==> config.mk <==
export PLATFORM = sky130hd
export DESIGN_NAME = riscv_decode_stage
export DESIGN_NICKNAME = d
export VERILOG_FILES = /design/src/rtl/riscv_decode_stage_pkg.sv /design/src/rtl/riscv_decode_stage_comb.sv /design/src/rtl/riscv_decode_stage.sv
export SDC_FILE = /design/constraint.sdc
export NUM_CORES = 1
export LEC_CHECK = 0
export CORE_ASPECT_RATIO = 0.9
export CORE_MARGIN = 10
export CORE_UTILIZATION = 58
export CTS_CLUSTER_DIAMETER = 40
export DETAILED_ROUTE_END_ITERATION = 8
export DONT_BUFFER_PORTS = 1
export GPL_TIMING_DRIVEN = 1
export PLACE_DENSITY = 0.79
export SLEW_MARGIN = 30
export SYNTH_ARGS = -nofsm -noshare
export SYNTH_HDL_FRONTEND = slang
export SYNTH_SLANG_ARGS = --single-unit
==> constraint.sdc <==
create_clock -name clk_i -period 2.2 [get_ports clk_i]
set_input_delay 0.22 -clock clk_i [delete_from_list [all_inputs] [get_ports clk_i]]
set_output_delay 0.22 -clock clk_i [all_outputs]
set_load 0.02 [all_outputs]
==> src/rtl/riscv_decode_stage_pkg.sv <==
// Shared RV decode types: instruction views, one-hot instruction set and decoded entry.
// The decoded entry is always RV_XLEN wide; the stage top narrows it to its own XLEN.
package riscv_decode_stage_pkg;

    localparam int RV_XLEN = 64;

    typedef logic [RV_XLEN-1:0] xlen_t;
    typedef logic [4:0]         rv_reg_idx_t;

    typedef struct packed {
        logic [6:0]  funct7;
        rv_reg_idx_t rs2;
        rv_reg_idx_t rs1;
        logic [2:0]  funct3;
        rv_reg_idx_t rd;
        logic [6:0]  opcode;
    } rv_inst_type_t;

    localparam logic [6:0] OPC_LUI      = 7'b0110111;
    localparam logic [6:0] OPC_AUIPC    = 7'b0010111;
    localparam logic [6:0] OPC_JAL      = 7'b1101111;
    localparam logic [6:0] OPC_JALR     = 7'b1100111;
    localparam logic [6:0] OPC_BRANCH   = 7'b1100011;
    localparam logic [6:0] OPC_LOAD     = 7'b0000011;
    localparam logic [6:0] OPC_STORE    = 7'b0100011;
    localparam logic [6:0] OPC_OP_IMM   = 7'b0010011;
    localparam logic [6:0] OPC_OP       = 7'b0110011;
    localparam logic [6:0] OPC_MISC_MEM = 7'b0001111;
    localparam logic [6:0] OPC_SYSTEM   = 7'b1110011;

    // Bit position of each instruction in the one-hot set vector.
    typedef enum logic [5:0] {
        RV_LUI, RV_AUIPC, RV_JAL, RV_JALR,
        RV_BEQ, RV_BNE, RV_BLT, RV_BGE, RV_BLTU, RV_BGEU,
        RV_LB, RV_LH, RV_LW, RV_LBU, RV_LHU,
        RV_SB, RV_SH, RV_SW,
        RV_ADDI, RV_SLTI, RV_SLTIU, RV_XORI, RV_ORI, RV_ANDI, RV_SLLI, RV_SRLI, RV_SRAI,
        RV_ADD, RV_SUB, RV_SLL, RV_SLT, RV_SLTU, RV_XOR, RV_SRL, RV_SRA, RV_OR, RV_AND,
        RV_FENCE, RV_ECALL, RV_EBREAK
    } rv_instr_idx_e;

    localparam int NUM_INSTR = 40;
    typedef logic [NUM_INSTR-1:0] rv_instr_set_t;

    // IMM_SHAMT covers the immediate shifts: shamt zero-extended.
    typedef enum logic [2:0] {IMM_I, IMM_S, IMM_B, IMM_U, IMM_J, IMM_NONE, IMM_SHAMT} imm_fmt_t;

    typedef struct packed {
        rv_instr_set_t set;
        rv_reg_idx_t   rd;
        rv_reg_idx_t   rs1;
        rv_reg_idx_t   rs2;
        xlen_t         imm;
        xlen_t         pc;
        logic          illegal;
    } decoded_instr_t;

    function automatic rv_instr_set_t instr_onehot(input rv_instr_idx_e idx);
        return rv_instr_set_t'(1) << idx;
    endfunction

endpackage

==> src/rtl/riscv_decode_stage_comb.sv <==
// Pure combinational RV instruction decoder: raw word + PC in, decoded entry out.
module riscv_decode_comb
    import riscv_decode_stage_pkg::*;
(
    input  logic [31:0]    instr_i,
    input  xlen_t          pc_i,
    output decoded_instr_t dec_o
);

    rv_inst_type_t ins;
    rv_instr_idx_e idx;
    imm_fmt_t      fmt;
    logic          legal;
    xlen_t         imm;

    assign ins = instr_i;

    always_comb begin
        legal = 1'b0;
        idx   = RV_LUI;
        fmt   = IMM_NONE;
        case (ins.opcode)
            OPC_LUI:   begin legal = 1'b1; idx = RV_LUI;   fmt = IMM_U; end
            OPC_AUIPC: begin legal = 1'b1; idx = RV_AUIPC; fmt = IMM_U; end
            OPC_JAL:   begin legal = 1'b1; idx = RV_JAL;   fmt = IMM_J; end
            OPC_JALR: begin
                legal = (ins.funct3 == 3'b000);
                idx   = RV_JALR;
                fmt   = IMM_I;
            end
            OPC_BRANCH: begin
                legal = 1'b1;
                fmt   = IMM_B;
                case (ins.funct3)
                    3'b000:  idx = RV_BEQ;
                    3'b001:  idx = RV_BNE;
                    3'b100:  idx = RV_BLT;
                    3'b101:  idx = RV_BGE;
                    3'b110:  idx = RV_BLTU;
                    3'b111:  idx = RV_BGEU;
                    default: legal = 1'b0;
                endcase
            end
            OPC_LOAD: begin
                legal = 1'b1;
                fmt   = IMM_I;
                case (ins.funct3)
                    3'b000:  idx = RV_LB;
                    3'b001:  idx = RV_LH;
                    3'b010:  idx = RV_LW;
                    3'b100:  idx = RV_LBU;
                    3'b101:  idx = RV_LHU;
                    default: legal = 1'b0;
                endcase
            end
            OPC_STORE: begin
                legal = 1'b1;
                fmt   = IMM_S;
                case (ins.funct3)
                    3'b000:  idx = RV_SB;
                    3'b001:  idx = RV_SH;
                    3'b010:  idx = RV_SW;
                    default: legal = 1'b0;
                endcase
            end
            OPC_OP_IMM: begin
                legal = 1'b1;
                fmt   = IMM_I;
                case (ins.funct3)
                    3'b000: idx = RV_ADDI;
                    3'b010: idx = RV_SLTI;
                    3'b011: idx = RV_SLTIU;
                    3'b100: idx = RV_XORI;
                    3'b110: idx = RV_ORI;
                    3'b111: idx = RV_ANDI;
                    3'b001: begin
                        idx   = RV_SLLI;
                        fmt   = IMM_SHAMT;
                        legal = (instr_i[31:26] == 6'b000000);
                    end
                    default: begin
                        fmt   = IMM_SHAMT;
                        idx   = (instr_i[30]) ? RV_SRAI : RV_SRLI;
                        legal = (instr_i[31:26] == 6'b000000) || (instr_i[31:26] == 6'b010000);
                    end
                endcase
            end
            OPC_OP: begin
                if (ins.funct7 == 7'b0000000) begin
                    legal = 1'b1;
                    case (ins.funct3)
                        3'b000:  idx = RV_ADD;
                        3'b001:  idx = RV_SLL;
                        3'b010:  idx = RV_SLT;
                        3'b011:  idx = RV_SLTU;
                        3'b100:  idx = RV_XOR;
                        3'b101:  idx = RV_SRL;
                        3'b110:  idx = RV_OR;
                        default: idx = RV_AND;
                    endcase
                end else if (ins.funct7 == 7'b0100000) begin
                    legal = (ins.funct3 == 3'b000) || (ins.funct3 == 3'b101);
                    idx   = (ins.funct3 == 3'b000) ? RV_SUB : RV_SRA;
                end
            end
            OPC_MISC_MEM: begin
                legal = (ins.funct3 == 3'b000);
                idx   = RV_FENCE;
                fmt   = IMM_I;
            end
            OPC_SYSTEM: begin
                if (instr_i[31:7] == 25'd0) begin
                    legal = 1'b1;
                    idx   = RV_ECALL;
                end else if (instr_i[31:7] == {12'h001, 13'b0}) begin
                    legal = 1'b1;
                    idx   = RV_EBREAK;
                end
            end
            default: legal = 1'b0;
        endcase
    end

    always_comb begin
        case (fmt)
            IMM_I:     imm = {{(RV_XLEN-12){instr_i[31]}}, instr_i[31:20]};
            IMM_S:     imm = {{(RV_XLEN-12){instr_i[31]}}, instr_i[31:25], instr_i[11:7]};
            IMM_B:     imm = {{(RV_XLEN-12){instr_i[31]}}, instr_i[7], instr_i[30:25], instr_i[11:8], 1'b0};
            IMM_U:     imm = {{(RV_XLEN-32){instr_i[31]}}, instr_i[31:12], 12'b0};
            IMM_J:     imm = {{(RV_XLEN-20){instr_i[31]}}, instr_i[19:12], instr_i[20], instr_i[30:21], 1'b0};
            IMM_SHAMT: imm = {{(RV_XLEN-6){1'b0}}, instr_i[25:20]};
            default:   imm = '0;
        endcase
    end

    assign dec_o.set     = legal ? instr_onehot(idx) : '0;
    assign dec_o.rd      = ins.rd;
    assign dec_o.rs1     = ins.rs1;
    assign dec_o.rs2     = ins.rs2;
    assign dec_o.imm     = legal ? imm : '0;
    assign dec_o.pc      = pc_i;
    assign dec_o.illegal = ~legal;

endmodule

==> src/rtl/riscv_decode_stage.sv <==
// Decode stage: combinational decode into a 2-entry skid FIFO with registered input ready.
// XLEN may be at most RV_XLEN; entries are stored at full width and narrowed on output.
module riscv_decode_stage
    import riscv_decode_stage_pkg::*;
#(
    parameter int XLEN  = 64,
    parameter int DEPTH = 2
) (
    input  logic            clk_i,
    input  logic            rst_ni,
    input  logic            flush_i,
    input  logic            in_valid_i,
    output logic            in_ready_o,
    input  logic [31:0]     in_instr_i,
    input  logic [XLEN-1:0] in_pc_i,
    output logic            out_valid_o,
    input  logic            out_ready_i,
    output rv_instr_set_t   out_set_o,
    output rv_reg_idx_t     out_rd_o,
    output rv_reg_idx_t     out_rs1_o,
    output rv_reg_idx_t     out_rs2_o,
    output logic [XLEN-1:0] out_imm_o,
    output logic [XLEN-1:0] out_pc_o,
    output logic            out_illegal_o
);

    localparam logic [1:0] FULL = 2'(DEPTH);

    decoded_instr_t dec;
    decoded_instr_t mem_q [DEPTH];
    decoded_instr_t head;
    logic [1:0]     count_q, count_d;
    logic           wr_ptr_q, wr_ptr_d;
    logic           rd_ptr_q, rd_ptr_d;
    logic           in_ready_q, in_ready_d;
    logic           push, pop;

    riscv_decode_comb u_decode (
        .instr_i (in_instr_i),
        .pc_i    (xlen_t'(in_pc_i)),
        .dec_o   (dec)
    );

    // Flush wins over both handshakes, so neither side advances in that cycle.
    assign push = in_valid_i && in_ready_q && !flush_i;
    assign pop  = (count_q != 2'd0) && out_ready_i && !flush_i;

    always_comb begin
        count_d  = count_q;
        wr_ptr_d = wr_ptr_q;
        rd_ptr_d = rd_ptr_q;
        if (flush_i) begin
            count_d  = 2'd0;
            wr_ptr_d = 1'b0;
            rd_ptr_d = 1'b0;
        end else begin
            if (push) wr_ptr_d = ~wr_ptr_q;
            if (pop)  rd_ptr_d = ~rd_ptr_q;
            case ({push, pop})
                2'b10:   count_d = count_q + 2'd1;
                2'b01:   count_d = count_q - 2'd1;
                default: count_d = count_q;
            endcase
        end
        in_ready_d = (count_d != FULL);
    end

    always_ff @(posedge clk_i or negedge rst_ni) begin
        if (!rst_ni) begin
            count_q    <= 2'd0;
            wr_ptr_q   <= 1'b0;
            rd_ptr_q   <= 1'b0;
            in_ready_q <= 1'b0;
        end else begin
            count_q    <= count_d;
            wr_ptr_q   <= wr_ptr_d;
            rd_ptr_q   <= rd_ptr_d;
            in_ready_q <= in_ready_d;
        end
    end

    always_ff @(posedge clk_i or negedge rst_ni) begin
        if (!rst_ni) begin
            for (int i = 0; i < DEPTH; i++) mem_q[i] <= '0;
        end else if (push) begin
            mem_q[wr_ptr_q] <= dec;
        end
    end

    assign head          = mem_q[rd_ptr_q];
    assign in_ready_o    = in_ready_q;
    assign out_valid_o   = (count_q != 2'd0);
    assign out_set_o     = head.set;
    assign out_rd_o      = head.rd;
    assign out_rs1_o     = head.rs1;
    assign out_rs2_o     = head.rs2;
    assign out_imm_o     = head.imm[XLEN-1:0];
    assign out_pc_o      = head.pc[XLEN-1:0];
    assign out_illegal_o = head.illegal;

endmodule

==> metrics.md <==
| Metric | Value |
|---|---|
| Status | finished with violations |
| Failing checks | hold timing |
| I/O pin cnt | ~290 |
| R2r startpoint | in_ready_o$_DFF_PN0_ |
| Die Area | 0.03257 sq mm |
| P per Cell Area | between 900 and 1000 mW/mm^2 |
| Relative slew margins | 0.2560 |
| Synth warn | 0 |
| Cells after Synth | 1,612 |
| Grt peak-use layer | met2 |
| Final slew viol count | 0 |
| Design area | about 0.018 sq mm |
| Area delta synth->final | 19.70% |
| Compound-Gate Fraction of Synth Area | 0.1025 |
| DP Area | roughly 0.016 sq mm |
| Setup ws final | 0.05848 ns |
| Initial DRT Pass Iterations | 6 |
| Max clock buf depth | 3 |
| Synth Flop Type | dfrtp_1 |
| Post-synthesis register bit count | between 300 and 400 |
| Min-delay worst type | in -> async |
| Routed vias | about 12,000 |
| Mapped Nets | 1,714 |
| Grt met3 use | 0.07793 |
| Post-synth EDFFs | 0 |
| Critical Path AT | roughly 2.6 ns |
| Worst hold slack | -0.5764 ns |
| Simple-gate area share of the yosys netlist | 0.2103 |
| Reg2reg end | mem_q[332]$_DFFE_PN0P_ |
| Die Wd | about 190 microns |
| Via-to-Cell Ratio | 6.010 |
| Number of remaining DRC errors | 0 |
| Final Skew | approximately 0.014 ns |
| Multiplexer share of the synthesized area | 0.1161 |
| Met1 Track Usage GR | 0.3459 |
| Final Critical Period | around 2.1 ns |
| Vias in the first global route | around 12,000 |
| GRT met2 Usage | 0.4378 |
| Cts bufs inserted | 40 |
| Final setup vio count | 0 |
| Max Cap Viol | 0 |
| Flop2flop setup slack | 0.06 ns |
| DP HPWL | roughly 29,000 microns |
| Std cell rows | 55 |
| Data required, critical path | between 2 and 3 ns |
| Grt ovf | 0 |
| Largest family of logic cells by synthesized area | simple AND/OR/NAND/NOR gates |
| Routed WL per cell | between 20 and 25 microns |
| CTS Hold Bufs | 89 |
| WS Path Type | reg -> reg |
| Gr usage total | 0.2708 |
| Worst r2r path cells | 5 |
| Endpoint class of the critical path | flop |
| Pre-CTS setup slack | -0.4182 ns |
| Mapped cell area | approximately 0.015 sq mm |
| Worst Tran Pin Value | 1.116 ns |
| Routed WL | between 40,000 and 50,000 microns |
| CTS root buffer | clkbuf_16 |
| H-tree levels | 2 |
| Max incr delay on CP | 0.51 ns |
| CTS tree | done |
| CP Launch Type | flop |
| FFs w/ async S/R, synth | 1.000 |
| Starting Density | 0.5912 |
| Leak | 0.008521 uW |
| Register area share after synthesis | 0.5178 |
| Final hold vios | ~310 |
| Gp weighted congestion | 0.9122 |
| Worst VDD drop | around 0.00063 V |
| NumNets Final | about 1,800 |
| Clk slew on worst S/H paths | about 0.06 ns |
| Tcrit/Tclk final | 0.9734 |
| Post-route ant nets | 0 |
| Maximum fanout along the worst path | 5 |
| Layout cells sized above 1 | 0.2013 |
| Clk sinks | 309 |
| # diodes | 0 |
| Initial antenna violation count | 0 |
| Slowest-stage cell, CP | nor4_2 |
| Syn avg cell area | a little over 9 sq um |
| Chip Height | 172.2 microns |
| Worst-Skew Late Latency | approximately 0.52 ns |
| First-pass GRT wire length | roughly 70,000 microns |
| Fmax | 467.0 MHz |
| DRT iter0 DRCs | roughly 1,300 |
| Distinct cells, synth | 63 |
| Synth Area in XOR/XNOR | 0.004106 |
| Adder-cell share of the synthesized area | 0.0008379 |
| Largest net degree at the start of global routing | 310 |
| Core Box Area | about 0.025 sq mm |
| Worst-path cell chain | nand2_1 -> or3_4 -> nor4_2 -> nand3_1 -> o31ai_1 |
| Port Buffers | 0 |
==> registers in the layout, summed over array words and instances (netlist names) <==
name and flops:
in_ready_o 1, wr_ptr_q 1, rd_ptr_q 1, count_q 2, mem_q 304
==> power breakdown <==
| group | switching (uW) | total (uW) | internal, uW |
|---|---|---|---|
| logic | 2130 | 3280 | 1160 |
| registers | 507 | 7100 | 6590 |
| clock network | 2600 | 6450 | 3850 |
| total | 5230 | 16800 | 11600 |
==> worst max path at each step <==
stage                                  end            startpoint  cells past startpoint  slack (ns)
floorplan           mem_q[171]$_DFFE_PN0P_        in_instr_i[26]                      8       -0.26
global placement    mem_q[171]$_DFFE_PN0P_        in_instr_i[26]                      7       -0.35
detailed placement  mem_q[147]$_DFFE_PN0P_        in_instr_i[26]                      7       -0.42
CTS                 mem_q[174]$_DFFE_PN0P_        in_instr_i[26]                      7        0.11
global route        mem_q[332]$_DFFE_PN0P_  in_ready_o$_DFF_PN0_                      5       -0.04
finish              mem_q[332]$_DFFE_PN0P_  in_ready_o$_DFF_PN0_                      5        0.06
==> Yosys cell counts, drive strengths merged (3+ instances only) <==
cell type | n | area share
mux2 | 154 | 0.12
and3 | 3 | 0.0013
xor2 | 4 | 0.0023
o31ai | 62 | 0.032
and2 | 16 | 0.0067
a22oi | 5 | 0.0025
nand2b | 8 | 0.0034
nor2 | 26 | 0.0065
or3 | 9 | 0.0038
nand3 | 15 | 0.0054
o21ai | 96 | 0.032
nor3 | 5 | 0.0020
or2 | 5 | 0.0021
xnor2 | 3 | 0.0018
a211o | 3 | 0.0018
or4 | 7 | 0.0040
nand4 | 3 | 0.0013
inv | 8 | 0.0020
nor4 | 7 | 0.0044
o211ai | 7 | 0.0035
clkbuf | 96 | 0.024
nand2 | 642 | 0.16
dfrtp | 309 | 0.52
buf | 49 | 0.022
o41ai | 23 | 0.014
a211oi | 3 | 0.0015
a21o | 3 | 0.0015
a21oi | 8 | 0.0027
==> cell families (layout without fill, tap and decap cells) <==
kind of cell,Yosys count,after routing
AOI/OAI and AO/OA,228,228
xor gates and xnor gates,7,7
adders and majority gates,1,1
buffers and inverters,153,260
DFF,309,309
muxes,154,154
and+or+nand+nor,760,760
==> per-stage QoR <==
step	setup TNS [ns]	power (uW)	std cells	util
global placement	-19.03	10020	1899	0.6183
global route	-0.03635	17510	2061	0.7077
detailed placement	-23.18	10160	1899	0.6183
CTS	0	16780	2060	0.7072
finish	0	16830	2061	0.7077
floorplan	-10.76	9429	1612	-
==> layout by cell type, fill, tap and decap left out, types with 4 or more instances in the layout <==
master and instances:
a21oi_1 8, a22oi_1 5, and2_1 15, buf_12 16, buf_4 77, clkbuf_16 40
clkbuf_8 6, clkinv_4 5, clkinvlp_4 4, dfrtp_1 308, dlygate4sd3_1 89, inv_1 8
inv_6 4, mux2_2 153, nand2_1 640, nand2b_1 8, nand3_1 14, nor2_1 25
nor3_1 4, nor4_1 4, o211ai_1 7, o21ai_0 93, o31ai_1 61, o41ai_1 20
or2_2 4, or3_1 7, or4_1 5, xor2_1 4
==> timing repair <==
| item | 4_1_cts | 5_1_grt |
|---|---|---|
| resized for setup | 1 | 1 |
| endpoints found under the hold margin | 499 | 309 |
| pin swaps | 0 | 1 |
| endpoints found under the setup margin | 12 | 4 |
| setup buffers | 2 | 1 |
| cloned | 0 | 0 |
==> critical path: cells and delay by family, from the launching register on <==
family | cells | cell delay, ns
AO/OA/AOI/OAI | 1 | 0.32
AND/OR/NAND/NOR | 4 | 1.36
flip-flops | 1 | 0.36
==> per-layer routing <==
metal / up-vias / wire length (microns)
met5: - / 0
met4: 0 / 1294
met3: 96 / 4417
met2: 610 / 21330
met1: 6126 / 17810
li1: 5555 / -
==> final cells by class <==
class                   instances  area, sq um
repair buffers                182         1789
clock buffers                  48         1091
inverters                       8        30.03
multi-input cells            1150         6556
well taps                     342        427.9
clock inverters                22        242.7
fillers                      1765         7382
flip-flops and latches        309         7736
(Power assumes the default switching activity.)
